**src/rtl/diff_pkg.sv**
```systemverilog
// Shared definitions for the differential serial link: code width, bit timing,
// receiver state encoding and the parity helper used by the transmitter and receiver.
package diff_pkg;

    localparam int DIFF_DATA_W       = 26;
    localparam int DIFF_CLKS_PER_BIT = 50;

    typedef enum logic [2:0] {
        RX_IDLE    = 3'd0,
        RX_START   = 3'd1,
        RX_DATA    = 3'd2,
        RX_PARITY  = 3'd3,
        RX_STOP    = 3'd4,
        RX_WAIT_HI = 3'd5
    } rx_state_e;

    // XOR reduction; zero-extension to 64 bits leaves the result unchanged.
    function automatic logic even_parity_bit(input logic [63:0] v);
        return ^v;
    endfunction

endpackage

```
**src/rtl/diff_frame_rx_if.sv**
```systemverilog
// Line-side and result signals of the frame receiver; master drives the line,
// slave is the receiver.
interface diff_frame_rx_if #(parameter int DATA_W = diff_pkg::DIFF_DATA_W);

    logic              listen_in;
    logic              data_in;
    logic [DATA_W-1:0] code_out;
    logic              new_code_out;
    logic              parity_err_out;
    logic              frame_err_out;
    logic [2:0]        state_out;

    modport master (
        output listen_in, data_in,
        input  code_out, new_code_out, parity_err_out, frame_err_out, state_out
    );

    modport slave (
        input  listen_in, data_in,
        output code_out, new_code_out, parity_err_out, frame_err_out, state_out
    );

endinterface

```
**src/rtl/diff_sync.sv**
```systemverilog
// Multi-flop synchroniser for the asynchronous serial line; resets to the idle-high level.
module diff_sync #(
    parameter int STAGES = 2
) (
    input  logic clk_in,
    input  logic rst_in,
    input  logic d,
    output logic q
);

    logic [STAGES-1:0] sync_pipe;

    always_ff @(posedge clk_in or negedge rst_in) begin
        if (!rst_in) sync_pipe <= '1;
        else         sync_pipe <= {sync_pipe[STAGES-2:0], d};
    end

    assign q = sync_pipe[STAGES-1];

endmodule

```
**src/rtl/diff_frame_rx.sv**
```systemverilog
// Serial frame receiver: start, DATA_W bits LSB first, even parity, stop.
// Samples at mid-bit and publishes good codes with a single-cycle strobe.
module diff_frame_rx
    import diff_pkg::*;
#(
    parameter int DATA_W       = DIFF_DATA_W,
    parameter int CLKS_PER_BIT = DIFF_CLKS_PER_BIT,
    parameter int SYNC_STAGES  = 2
) (
    input  logic           clk_in,
    input  logic           rst_in,
    diff_frame_rx_if.slave bus
);

    localparam int CW = $clog2(CLKS_PER_BIT);
    localparam int BW = $clog2(DATA_W + 1);
    localparam logic [CW-1:0] CNT_MID  = CW'(CLKS_PER_BIT / 2);
    localparam logic [CW-1:0] CNT_END  = CW'(CLKS_PER_BIT - 1);
    localparam logic [BW-1:0] BIT_LAST = BW'(DATA_W - 1);

    rx_state_e         state, state_nxt;
    logic [CW-1:0]     cnt;
    logic [BW-1:0]     bit_cnt;
    logic [DATA_W-1:0] shreg;
    logic              par_bit;
    logic [DATA_W-1:0] code_q;
    logic              new_q, perr_q, ferr_q;

    logic line_sync, s;
    logic tick_mid, tick_end, parity_ok;
    logic cnt_clr, bit_clr, shift_en, par_en, code_ld, perr_set, ferr_set;

    diff_sync #(.STAGES(SYNC_STAGES)) u_sync (
        .clk_in (clk_in),
        .rst_in (rst_in),
        .d      (bus.data_in),
        .q      (line_sync)
    );

    // While the arbiter owns the line, the receiver sees a permanently idle line.
    assign s         = bus.listen_in ? line_sync : 1'b1;
    assign tick_mid  = (cnt == CNT_MID);
    assign tick_end  = (cnt == CNT_END);
    assign parity_ok = ~even_parity_bit(64'({par_bit, shreg}));

    always_ff @(posedge clk_in or negedge rst_in) begin
        if (!rst_in) state <= RX_IDLE;
        else         state <= state_nxt;
    end

    // Counter is re-zeroed at the start mid-point, so every later tick_end lands mid-bit.
    always_comb begin
        state_nxt = state;
        cnt_clr   = 1'b0;
        bit_clr   = 1'b0;
        shift_en  = 1'b0;
        par_en    = 1'b0;
        code_ld   = 1'b0;
        perr_set  = 1'b0;
        ferr_set  = 1'b0;
        case (state)
            RX_IDLE: begin
                cnt_clr = 1'b1;
                if (!s) state_nxt = RX_START;
            end
            RX_START: if (tick_mid) begin
                cnt_clr   = 1'b1;
                bit_clr   = 1'b1;
                state_nxt = s ? RX_IDLE : RX_DATA;
            end
            RX_DATA: if (tick_end) begin
                shift_en = 1'b1;
                if (bit_cnt == BIT_LAST) state_nxt = RX_PARITY;
            end
            RX_PARITY: if (tick_end) begin
                par_en    = 1'b1;
                state_nxt = RX_STOP;
            end
            RX_STOP: if (tick_end) begin
                if (!s) begin
                    ferr_set  = 1'b1;
                    state_nxt = RX_WAIT_HI;
                end else begin
                    code_ld   = parity_ok;
                    perr_set  = ~parity_ok;
                    state_nxt = RX_IDLE;
                end
            end
            RX_WAIT_HI: begin
                cnt_clr = 1'b1;
                if (s) state_nxt = RX_IDLE;
            end
            default: state_nxt = RX_IDLE;
        endcase
    end

    always_ff @(posedge clk_in or negedge rst_in) begin
        if (!rst_in) begin
            cnt     <= '0;
            bit_cnt <= '0;
            shreg   <= '0;
            par_bit <= 1'b0;
            code_q  <= '0;
            new_q   <= 1'b0;
            perr_q  <= 1'b0;
            ferr_q  <= 1'b0;
        end else begin
            cnt     <= (cnt_clr || tick_end) ? '0 : cnt + 1'b1;
            bit_cnt <= bit_clr ? '0 : (shift_en ? bit_cnt + 1'b1 : bit_cnt);
            if (shift_en) shreg   <= {s, shreg[DATA_W-1:1]};
            if (par_en)   par_bit <= s;
            if (code_ld)  code_q  <= shreg;
            new_q   <= code_ld;
            perr_q  <= perr_set;
            ferr_q  <= ferr_set;
        end
    end

    assign bus.code_out       = code_q;
    assign bus.new_code_out   = new_q;
    assign bus.parity_err_out = perr_q;
    assign bus.frame_err_out  = ferr_q;
    assign bus.state_out      = state;

endmodule

```
**src/flat_wrapper.sv**
```systemverilog
// flat-port wrapper written by rule: the top's interface ports become plain ports
module diff_frame_rx_flat import diff_pkg::*;
#(
    parameter int DATA_W       = DIFF_DATA_W,
    parameter int CLKS_PER_BIT = DIFF_CLKS_PER_BIT,
    parameter int SYNC_STAGES  = 2
)
  (clk_in, rst_in, bus_listen_in, bus_data_in, bus_code_out, bus_new_code_out, bus_parity_err_out, bus_frame_err_out, bus_state_out);
  diff_frame_rx_if #(.DATA_W(DATA_W)) bus_i ();
  input  logic clk_in;
  input  logic rst_in;
  input wire logic [$bits(bus_i.listen_in)-1:0] bus_listen_in;
  input wire logic [$bits(bus_i.data_in)-1:0] bus_data_in;
  output wire logic [$bits(bus_i.code_out)-1:0] bus_code_out;
  output wire logic [$bits(bus_i.new_code_out)-1:0] bus_new_code_out;
  output wire logic [$bits(bus_i.parity_err_out)-1:0] bus_parity_err_out;
  output wire logic [$bits(bus_i.frame_err_out)-1:0] bus_frame_err_out;
  output wire logic [$bits(bus_i.state_out)-1:0] bus_state_out;
  assign bus_i.listen_in = bus_listen_in;
  assign bus_i.data_in = bus_data_in;
  assign bus_code_out = bus_i.code_out;
  assign bus_new_code_out = bus_i.new_code_out;
  assign bus_parity_err_out = bus_i.parity_err_out;
  assign bus_frame_err_out = bus_i.frame_err_out;
  assign bus_state_out = bus_i.state_out;
  diff_frame_rx #(.DATA_W(DATA_W), .CLKS_PER_BIT(CLKS_PER_BIT), .SYNC_STAGES(SYNC_STAGES)) u_core (.clk_in(clk_in), .rst_in(rst_in), .bus(bus_i));
endmodule
```
**config.mk**
```make
export PLATFORM = sky130hd
export DESIGN_NAME = diff_frame_rx_flat
export DESIGN_NICKNAME = d
export VERILOG_FILES = /design/src/rtl/diff_pkg.sv /design/src/rtl/diff_frame_rx_if.sv /design/src/rtl/diff_sync.sv /design/src/rtl/diff_frame_rx.sv /design/src/flat_wrapper.sv
export SDC_FILE = /design/constraint.sdc
export NUM_CORES = 1
export LEC_CHECK = 0
export ABC_CLOCK_PERIOD_IN_PS = 2200
export CAP_MARGIN = 30
export CORE_MARGIN = 2
export CORE_UTILIZATION = 46
export DETAILED_ROUTE_END_ITERATION = 10
export PLACE_DENSITY = 0.7
export SKIP_CTS_REPAIR_TIMING = 1
export SLEW_MARGIN = 10
export SYNTH_ARGS = -nofsm -noshare
export SYNTH_HDL_FRONTEND = slang
export SYNTH_SLANG_ARGS = --single-unit
```
**constraint.sdc**
```tcl
create_clock -name clk_in -period 2.2 [get_ports clk_in]
set_clock_uncertainty 0.2 [all_clocks]
set_input_delay 0.55 -clock clk_in [delete_from_list [all_inputs] [get_ports clk_in]]
set_output_delay 0.55 -clock clk_in [all_outputs]
set_load 0.1 [all_outputs]
```
-- Yosys cells after proc, flatten, opt, wreduce, memory -nomap -nowiden
Index checks and enable logic that the tools add are counted.
- register bits after elaboration: 72
- latch bits: 0
- bits in writable memories: 0
- bits in read-only memories: 0
- input bits: 4
- output and inout bits: 32
- word-level logic and storage cells: 63
- memories kept: 0
- add/subtract/negate cells: 2
- $mul: 0
- divide/modulo/power cells: 0
- order comparisons: 0
- equality and inequality tests: 15
- shift-type cells: 0
- multiplexer cells: 29
- bitwise operators: 1
- reduce and logical (&&, ||, !) cells: 6
- operators with widths (kind ; count):
    XOR reduction 64 bit ; 1
    two-way mux 3 bit ; 8
    case mux 3 bit (6 select lines) ; 1
    two-way mux 1 bit ; 15
    != test 2 x 1 -> 1 bit, second input constant ; 6
    two-way mux 5 bit ; 2
    AND reduction 7 bit ; 1
    adder 6 x 1 -> 6 bit, second input constant ; 1
    equality test 3 x 2 -> 1 bit, second input constant ; 2
    equality test 3 bit, second input constant ; 2
    equality test 6 x 5 -> 1 bit, second input constant ; 1
    equality test 6 bit, second input constant ; 1
    two-way mux 6 bit ; 1
    adder 5 x 1 -> 5 bit, second input constant ; 1
    equality test 5 bit, second input constant ; 1
    equality test 3 x 1 -> 1 bit, second input constant ; 1
    zero test 3 bit ; 1
    two-way mux 2 bit ; 1
    != test 2 bit, second input constant ; 1
    case mux 1 bit (2 select lines) ; 1
    nonzero test 2 bit ; 1
    OR reduction 2 bit ; 1
    logical OR 1 bit ; 1
    inverter 1 bit ; 1

-- Logic depth before layout (Yosys ltp)
Gate-level depths: netlist (run 1).
- depth after elaboration: 5
- depth in mapped cells: 9
- gate-level depth less buffers: 8

-- Hierarchy
From an unflattened synthesis (run 1), not the netlist that was laid out.
- cells, all modules: 283
- area total of the unflattened synthesis: 3278.1 um2
- by module, submodules not included (module ; times used ; cells an instance ; area an instance (um2) ; seq. area each (um2)):
    diff_frame_rx ; 1 ; 281 ; 3225.6 ; 1751.7
    diff_sync ; 1 ; 2 ; 52.6 ; 52.6

-- Worst setup path after synthesis (run 1)
No wires, ideal clock.
- kind: register to register
- start point: register u_core.state[2] (netlist: u_core.bus.state_out[2])
- end point: register u_core.code_q[10] (netlist: u_core.bus.code_out[10])
- setup time: 125 ps
- arrival time: 2348 ps
- path slack: -474 ps
- cell stages (with the launch flop): 6
- cells stage by stage: dfrtp_1 inv_1 nor3_1 nand4_4 buf_6 mux2_4
- longest elaborated chain between the ends: 2
- ends and longest elaborated chain (what ; RTL line ; text):
    from (decl) ; diff_frame_rx.sv:21 ; rx_state_e state, state_nxt;
    from (signal assigned) ; diff_frame_rx.sv:48 ; else state <= state_nxt;
    equality test 3 bit ; diff_frame_rx.sv:61 ; case (state)
    two-way mux 1 bit ; diff_frame_rx.sv:61 ;
    to (signal assigned) ; diff_frame_rx.sv:112 ; if (code_ld) code_q <= shreg;
    to (decl) ; diff_frame_rx.sv:26 ; logic [DATA_W-1:0] code_q;
No other way between the ends.
A chain may end at the register's enable or synchronous reset.

-- Worst setup path in the final report (run 1)
- start point: register u_core.shreg[4]
- end point: register u_core.code_q[21] (netlist: u_core.bus.code_out[21])
- longest elaborated chain between the ends: 5
- ends and longest elaborated chain (what ; RTL line ; text):
    from (decl) ; diff_frame_rx.sv:24 ; logic [DATA_W-1:0] shreg;
    from (signal assigned) ; diff_frame_rx.sv:110 ; if (shift_en) shreg <= {s, shreg[DATA_W-1:1]};
    XOR reduction 64 bit ; diff_pkg.sv:19 ; return ^v;
    inverter 1 bit ; diff_frame_rx.sv:44 ; assign parity_ok = ~even_parity_bit(64'({par_bit, shreg}));
    two-way mux 1 bit ; diff_frame_rx.sv:80 ; if (!s) begin
    two-way mux 1 bit ; diff_frame_rx.sv:79 ; RX_STOP: if (tick_end) begin
    two-way mux 1 bit ; diff_frame_rx.sv:61 ;
No other way between the ends.

==> results.tsv, run 1 <==
metric	value	unit
drv_cap	0	
synth_cells	234	
synth_mux_area_share	20.2	%
initial_core_util	47.4	%
slew-limit-headroom	67.3	%
maxSlewViolCount	0	
hold_depth	0	
crit_path_start_kind	flop	
path_cells	xnor2_2 -> xnor2_1 -> xnor2_1 -> xnor3_2 -> nand4_4 -> buf_12 -> mux2_2	
synth-simple-area-share	7.66	%
final_layout_size_suffix_gt1_share	49.5	%
critical_path_buf_inv_count	1	
antenna_cells	0	
synth_edf_count	0	
setup_viol	26	
synth-compound-area-share	2.93	%
grt_max_degree	35	
async_reset_ff_share	100	%
worstPathRequired	2240	ps
synth_xor_area_share	9.34	%
tightest_slew	487	ps
wl	5820	µm
fin_ws	-163	ps
fin_crit	2360	ps
netlist.area_leader.share	54.7	%
drtAntennaViolNets	0	
h-tree-depth	3	
vdd_drop_max	617	µV
synth_warnings	0	
antenna_found_initial	0	
synth_top_family_by_area	multiplexers	
die_y	87.4	µm
syn_area_per_cell	13.7	µm²
synth_nets	242	
setup_tns	-3510	ps
critPathTopFamily	XOR/XNOR gates	
netlist_area	3200	µm²
fmax	0.423	GHz
mostFrequentLayoutCell	dfrtp_1	
critPathMaxStageDelay	440	ps
die-area	7650	µm²
portBuffers	35	
p_per_area	659	nW/µm²
placedCellCount	383	
synth-seq-area-share	56.3	%
hold_class	reg -> reg	
failed_checks	negative setup slack	
numCtsBuffers	9	
core_area	6760	µm²
drt-initial-drc-count	36	
status	finished, violations left	
worstSetupPathType	reg -> reg	
track_usage	16.8	%
fin_cells	403	
area_growth	43.6	%
final_cell_mix	dfrtp_1 (67), buf_4 (42), buf_12 (34)	
grt_pass1_wl	9630	µm
io-pin-count	36	
drc	0	
fill_cells	464	
cpMaxStageDelayCell	xnor3_2	
cts.sinks	72	
via_per_inst	5.08	
final_hold_viol_count	0	
hpwl	4130	µm
first_global_vias	2056	
crit_cells	7	
yosysUniqueCellTypes	34	
clock_path_buffers	2	
power.leakage	2.28	nW
multiInputGateArea	1390	µm²
end_kind	flop	
rsz0062_at_grt	true	
period_share	107	%
cpMostUsedCell	xnor2_1	
nets	326	
row_count	30	
root_buffer	clkbuf_8	
synthTopCellsByArea	dfrtp_1 (55%), mux2_2 (11%), mux2_4 (8.9%)	
cts_tree	done	
yosys_register_bits	72	
path_max_fanout	15	
vias	2047	
yosysTopAreaCell	dfrtp_1	
cp.arrival	2400	ps
fp.dieW	87.4	µm
worst_r2r_path_depth	7	
synth-main-ff-cell	dfrtp_1	
clock_latency	350	ps
overflow	0	
regArea	1810	µm²
gp_congestion	0.791	
total_power	3.03	mW
clkTransAtPathRegs	70	ps
wl_per_cell	14.4	µm
dr.pass1.iters	4	
synthAdderAreaFrac	1.56	%
[metrics by stage]
| stage | hold WS, ps | worst slack, ps | area [µm²] | utilization [%] |
|---|---|---|---|---|
| floorplan | 54.4 | -153 | 3220 | - |
| global placement | 146 | -180 | 4280 | 63.4 |
| detailed placement | 148 | -193 | 4280 | 63.4 |
| CTS | -108 | -264 | 4520 | 67.0 |
| global route | 166 | -261 | 4600 | 68.1 |
| finish | 159 | -163 | 4600 | 68.1 |
[report_power, final]
group / switching [mW] / leakage (nW) / internal (mW) / total, mW
Combinational: 0.202 / 1.18 / 0.119 / 0.320
Clock: 0.504 / 0.119 / 0.754 / 1.26
Sequential: 0.0715 / 0.975 / 1.38 / 1.45
[worst reg2reg max path, cell delays in order, from the launching register on]
cell and delay (ps):
dfrtp_1 410, xnor2_2 160, xnor2_1 140, xnor2_1 280, xnor3_2 440, nand4_4 110, buf_12 170, mux2_2 340
[cells by family after synthesis]
group | count (synthesis)
AOI/OAI and AO/OA | 16
xor gates and xnor gates | 30
DFF | 72
and+or+nand+nor | 48
buffers and inverters | 13
muxes | 51
adders and majority gates | 4
[registers in the layout, summed over array words and instances (netlist names)]
signal / flops
u_core.bit_cnt: 5
u_core.bus.code_out: 26
u_core.bus.frame_err_out: 1
u_core.bus.new_code_out: 1
u_core.bus.parity_err_out: 1
u_core.bus.state_out: 3
u_core.cnt: 6
u_core.par_bit: 1
u_core.shreg: 26
u_core.u_sync.sync_pipe: 2
[synthesized netlist by cell type (2+ instances only)]
cell / n
a21oi_1: 3
buf_6: 2
clkbuf_1: 5
dfrtp_1: 70
dfstp_2: 2
ha_1: 4
inv_1: 5
mux2_2: 32
mux2_4: 19
nand2_1: 9
nand2b_1: 3
nand3_1: 7
nor2_1: 17
nor2b_1: 2
nor3_1: 3
o21ai_0: 8
xnor2_1: 20
xor2_1: 7
[worst paths after layout]
| check | startpoint | end | slack (ps) |
|---|---|---|---|
| worst min-delay path | u_core.u_sync.sync_pipe[0] | u_core.u_sync.sync_pipe[1] | 160 |
| max in group asynchronous | rst_in | u_core.bus.state_out[2] | 720 |
| min in group asynchronous | rst_in | u_core.bus.code_out[20] | 430 |
| worst max-delay path | u_core.shreg[4] | u_core.bus.code_out[21] | -160 |
| worst min register to register | u_core.u_sync.sync_pipe[0] | u_core.u_sync.sync_pipe[1] | 160 |
| worst max register to register | u_core.shreg[4] | u_core.bus.code_out[21] | -160 |
[final cells by class]
type	count	area share (%)
Sequential cell	72	39.3
Multi-Input combinational cell	149	30.1
Timing Repair Buffer	81	22.7
Clock buffer	9	2.69
Clock inverter	7	2.61
Tap cell	80	2.18
Inverter	5	0.408
[metal layers]
layer | part of all wire (%) | vias up | GRT usage (%)
li1 | - | 979 | -
met1 | 46 | 1016 | 21.8
met2 | 49 | 38 | 26.6
met3 | 3.2 | 14 | 4.27
met4 | 1.7 | 0 | 7.13
met5 | 0 | - | 0
Power figures use the tool's default switching activity.
==> run 2, diff against run 1 <==
==> constraint.sdc (replaced) <==
create_clock -name clk_in -period 2.2 [get_ports clk_in]
set_clock_uncertainty 0.2 [all_clocks]
set_input_delay 0.22 -clock clk_in [delete_from_list [all_inputs] [get_ports clk_in]]
set_output_delay 0.22 -clock clk_in [all_outputs]
set_load 0.1 [all_outputs]
==> results.tsv, run 2 (synthesized netlist as in run 1, its figures left out) <==
metric	value	unit	change
status	finished, violations left		
failed_checks	negative setup slack		
cp.arrival	2460	ps	+60 ps
row_count	30		unchanged
clkTransAtPathRegs	80	ps	about the same
crit_path_start_kind	flop		
fmax	0.412	GHz	-2.8%
grt_pass1_wl	9590	µm	-0.35%
hold_class	in -> reg		
worstSetupPathType	reg -> reg		
tightest_slew	403	ps	-83.9 ps
nets	322		-1.2%
overflow	0		unchanged
final_cell_mix	buf_4 (68), dfrtp_1 (67), mux2_2 (32)		
slew-limit-headroom	73.1	%	+5.8 points
hpwl	3970	µm	-4.0%
rsz0062_at_grt	true		
period_share	110	%	+3.0 points
antenna_found_initial	0		unchanged
fin_crit	2430	ps	+66.9 ps
cts_tree	done		
mostFrequentLayoutCell	buf_4		
final_layout_size_suffix_gt1_share	48.6	%	-0.95 points
clock_path_buffers	2		unchanged
clock_latency	350	ps	about the same
io-pin-count	36		unchanged
drv_cap	0		unchanged
final_util	61.9	%	-6.1 points
regArea	1810	µm²	unchanged
h-tree-depth	3		unchanged
fp.dieW	87.4	µm	unchanged
power.leakage	2.18	nW	-4.2%
p_per_area	714	nW/µm²	+8.3%
setup_tns	-5210	ps	-1700 ps
area_growth	30.7	%	
final_hold_viol_count	0		unchanged
worstPathRequired	2230	ps	about the same
initial_core_util	47.4	%	unchanged
critPathMaxStageDelay	420	ps	-20 ps
drtAntennaViolNets	0		unchanged
fin_cells	399		-0.99%
gp_congestion	0.841		+6.3%
fill_cells	553		+19%
cts.sinks	72		unchanged
portBuffers	35		unchanged
die-area	7650	µm²	unchanged
fin_ws	-230	ps	-66.9 ps
maxSlewViolCount	0		unchanged
first_global_vias	2051		-0.24%
setup_viol	26		unchanged
grt_max_degree	73		+110%
holdWs	70.2	ps	-88.8 ps
end_kind	flop		
antenna_cells	0		unchanged
multiInputGateArea	1380	µm²	-0.54%
place_ws	-254	ps	-61.0 ps
root_buffer	clkbuf_8		
wl	5750	µm	-1.2%
path_cells	xnor2_2 -> xnor2_1 -> xnor3_1 -> xnor3_2 -> nand4_4 -> buf_12 -> mux2_2		
placedCellCount	379		-1.0%
drc	0		unchanged
track_usage	16.6	%	-0.11 points
core_area	6760	µm²	unchanged
vdd_drop_max	477	µV	-23%
wl_per_cell	14.4	µm	-0.20%
cpMaxStageDelayCell	dfrtp_1		
dr.pass1.iters	5		+1
drt-initial-drc-count	62		+72%
numCtsBuffers	9		unchanged
vias	2003		-2.1%
path_max_fanout	14		-1
ff2ff_setup_slack	-230	ps	-70 ps
die_y	87.4	µm	unchanged
via_per_inst	5.02		-1.2%
==> run 2: changes by cell type in the layout (fill, tap and decap cells not counted) <==
cell     delta
xnor2_2     -1
xnor2_1     +1
buf_12     -30
buf_4      +26
==> run 2: critical path, delay by kind of cell, from the launching register on <==
| kind | cells | cell delay (ps) |
|---|---|---|
| XOR/XNOR | 4 | 1010 |
| buffers and inverters | 1 | 170 |
| AND/OR/NAND/NOR | 1 | 160 |
| flip-flops | 1 | 420 |
| multiplexers | 1 | 340 |
==> run 2: final timing paths <==
| kind | startpoint | end | depth (start not counted) |
|---|---|---|---|
| max | u_core.shreg[22] | u_core.bus.code_out[22] | 7 |
| min | bus_data_in | u_core.u_sync.sync_pipe[0] | 1 |
| max in group asynchronous | rst_in | u_core.u_sync.sync_pipe[0] | 3 |
| max reg2reg | u_core.shreg[22] | u_core.bus.code_out[22] | 7 |
| min reg2reg | u_core.u_sync.sync_pipe[0] | u_core.u_sync.sync_pipe[1] | 0 |
| min in group asynchronous | rst_in | u_core.shreg[6] | 3 |
==> run 2: through the flow <==
step	total power, mW	instance area (µm²)
detailed placement	1.77	3870
global route	3.12	4190
global placement	1.75	3870
floorplan	1.68	3220
CTS	3.03	4120
finish	2.99	4190
==> run 2: power breakdown <==
part,switching (mW),internal (mW),total (mW),leakage (nW)
Clock,0.498,0.754,1.25,0.119
Combinational,0.197,0.0947,0.292,1.09
Sequential,0.0636,1.38,1.44,0.975
==> run 2: layout make-up <==
class / count / share of cell area [%]
Sequential cell: 72 / 43.2
Inverter: 5 / 0.448
Tap cell: 80 / 2.39
Clock inverter: 7 / 2.87
Multi-Input combinational cell: 149 / 32.9
Timing Repair Buffer: 77 / 15.2
Clock buffer: 9 / 2.96
==> run 2: per-layer routing <==
layer,share of wire (%),global-route usage [%],vias to the layer above
met3,3.0,3.51,10
met4,2.0,8.95,0
met5,0,0,-
met2,50,26.5,38
met1,45,21.2,993
li1,-,-,962
==> run 3, diff against run 2 <==
Settings changed: CORE_MARGIN 2 to 10, PLACE_DENSITY 0.7 to 0.72.
==> results.tsv, run 3 (synthesized netlist as in run 1, its figures left out) <==
metric	value	unit	change
status	finished, violations left		
failed_checks	negative setup slack		
vdd_drop_max	510	µV	+6.9%
die-area	10700	µm²	+40%
fmax	0.422	GHz	+2.5%
antenna_found_initial	0		unchanged
sequentialPowerShare	49.9	%	+1.6 points
power.leakage	2.21	nW	+1.2%
first_global_vias	2070		+0.93%
p_per_area	686	nW/µm²	-3.9%
hpwl	4320	µm	+8.7%
worstPathRequired	2230	ps	about the same
cts_tree	done		
maxSlewViolCount	0		unchanged
overflow	0		unchanged
final_layout_size_suffix_gt1_share	50.0	%	+1.4 points
track_usage	12.4	%	-4.2 points
grt_max_degree	73		unchanged
crit_path_start_kind	flop		
row_count	30		unchanged
fp.dieW	103	µm	+18%
io-pin-count	36		unchanged
worstSetupPathType	reg -> reg		
via_per_inst	4.89		-2.7%
grt_pass1_wl	10100	µm	+5.1%
vias	2023		+1.0%
antenna_cells	0		unchanged
h-tree-depth	3		unchanged
wl_per_cell	14.8	µm	+2.7%
tightest_slew	398	ps	-5.27 ps
drt-initial-drc-count	81		+31%
sw_frac_of_total	26.1	%	+0.76 points
numCtsBuffers	9		unchanged
clkTransAtPathRegs	70	ps	about the same
final_cell_mix	buf_4 (67), dfrtp_1 (67), mux2_4 (26)		
wl	6120	µm	+6.6%
multiInputGateArea	1440	µm²	+4.6%
pwr-share-clk	40.4	%	-1.5 points
fin_ws	-171	ps	+59.2 ps
clock_path_buffers	2		unchanged
hold_class	in -> reg		
end_kind	flop		
final_area	4240	µm²	+1.3%
holdWs	78.9	ps	+8.73 ps
die_y	103	µm	+18%
clock_latency	350	ps	about the same
path_max_fanout	15		+1
area_growth	32.3	%	
place_ws	-226	ps	+28.0 ps
cp.arrival	2400	ps	-60 ps
regArea	1810	µm²	unchanged
initial_core_util	47.1	%	-0.26 points
gp_congestion	0.840		about the same
fin_crit	2370	ps	-59.2 ps
root_buffer	clkbuf_8		
drv_cap	0		unchanged
combPwrFrac	9.7	%	about the same
drtAntennaViolNets	0		unchanged
power.internal	2.15	mW	-3.7%
rsz0062_at_grt	true		
p_switching	0.760	mW	+0.17%
place_area	3870	µm²	unchanged
drc	0		unchanged
final_util	62.4	%	+0.43 points
setup_viol	26		unchanged
dr.pass1.iters	4		-1
portBuffers	35		unchanged
slew-limit-headroom	73.4	%	+0.35 points
fill_cells	525		-5.1%
period_share	108	%	-2.7 points
core_area	6790	µm²	+0.56%
final_hold_viol_count	0		unchanged
cts.sinks	72		unchanged
nets	321		-0.31%
-- run 3: cell count changes in the layout (fill, tap and decap cells not counted), moves of 5 or more --
| cell | previous run | this run |
|---|---|---|
| mux2_2 | 32 | 25 |
| xnor2_2 | 6 | 11 |
| xnor2_1 | 15 | 10 |
| mux2_4 | 19 | 26 |
-- run 3: power by group through the flow --
stage / clock network (mW) / logic [mW] / registers (mW)
after detailed placement: 0 / 0.284 / 1.48
after floorplan: 0 / 0.161 / 1.52
after CTS: 1.21 / 0.287 / 1.45
after global routing: 1.27 / 0.324 / 1.46
after global placement: 0 / 0.282 / 1.47
final: 1.17 / 0.282 / 1.45
-- run 3: final cells by class --
type	count	share of cell area (%)
repair buffers	76	14.6
inverters	5	0.443
clock inverters	6	2.16
clock buffers	10	3.25
multi-input cells	149	34.0
well taps	96	2.83
flip-flops and latches	72	42.7
-- run 3: worst paths after layout --
kind | start | end | slack [ps] | cells past startpoint
min in group asynchronous | rst_in | u_core.shreg[10] | 230 | 3
worst min register to register | u_core.u_sync.sync_pipe[0] | u_core.u_sync.sync_pipe[1] | 160 | 0
worst max-delay path | u_core.shreg[22] | u_core.bus.code_out[7] | -170 | 7
max in group asynchronous | rst_in | u_core.u_sync.sync_pipe[0] | 1240 | 3
worst max register to register | u_core.shreg[22] | u_core.bus.code_out[7] | -170 | 7
worst min-delay path | bus_data_in | u_core.u_sync.sync_pipe[0] | 80 | 1
-- run 3: stage by stage --
stage	setup TNS [ps]	cells	power [mW]
finish	-4060	414	2.91
global placement	-3610	394	1.76
CTS	-5170	410	2.95
global route	-5640	414	3.06
floorplan	-2880	234	1.68
detailed placement	-5000	394	1.76
-- run 3: worst max-delay path, cell delays in order (launching register included) --
cell and delay, ps:
dfrtp_1 420, xnor2_2 190, xnor2_1 130, xnor3_1 410, xnor3_2 260, nand4_4 150, buf_12 200, mux2_4 300
-- run 3: per-layer routing --
metal,share of wire [%],wire (µm),GRT usage (%)
met2,48,2960,20.2
met3,5.9,363,3.79
met1,44,2690,14.5
met5,0,0,0
met4,1.9,116,6.42
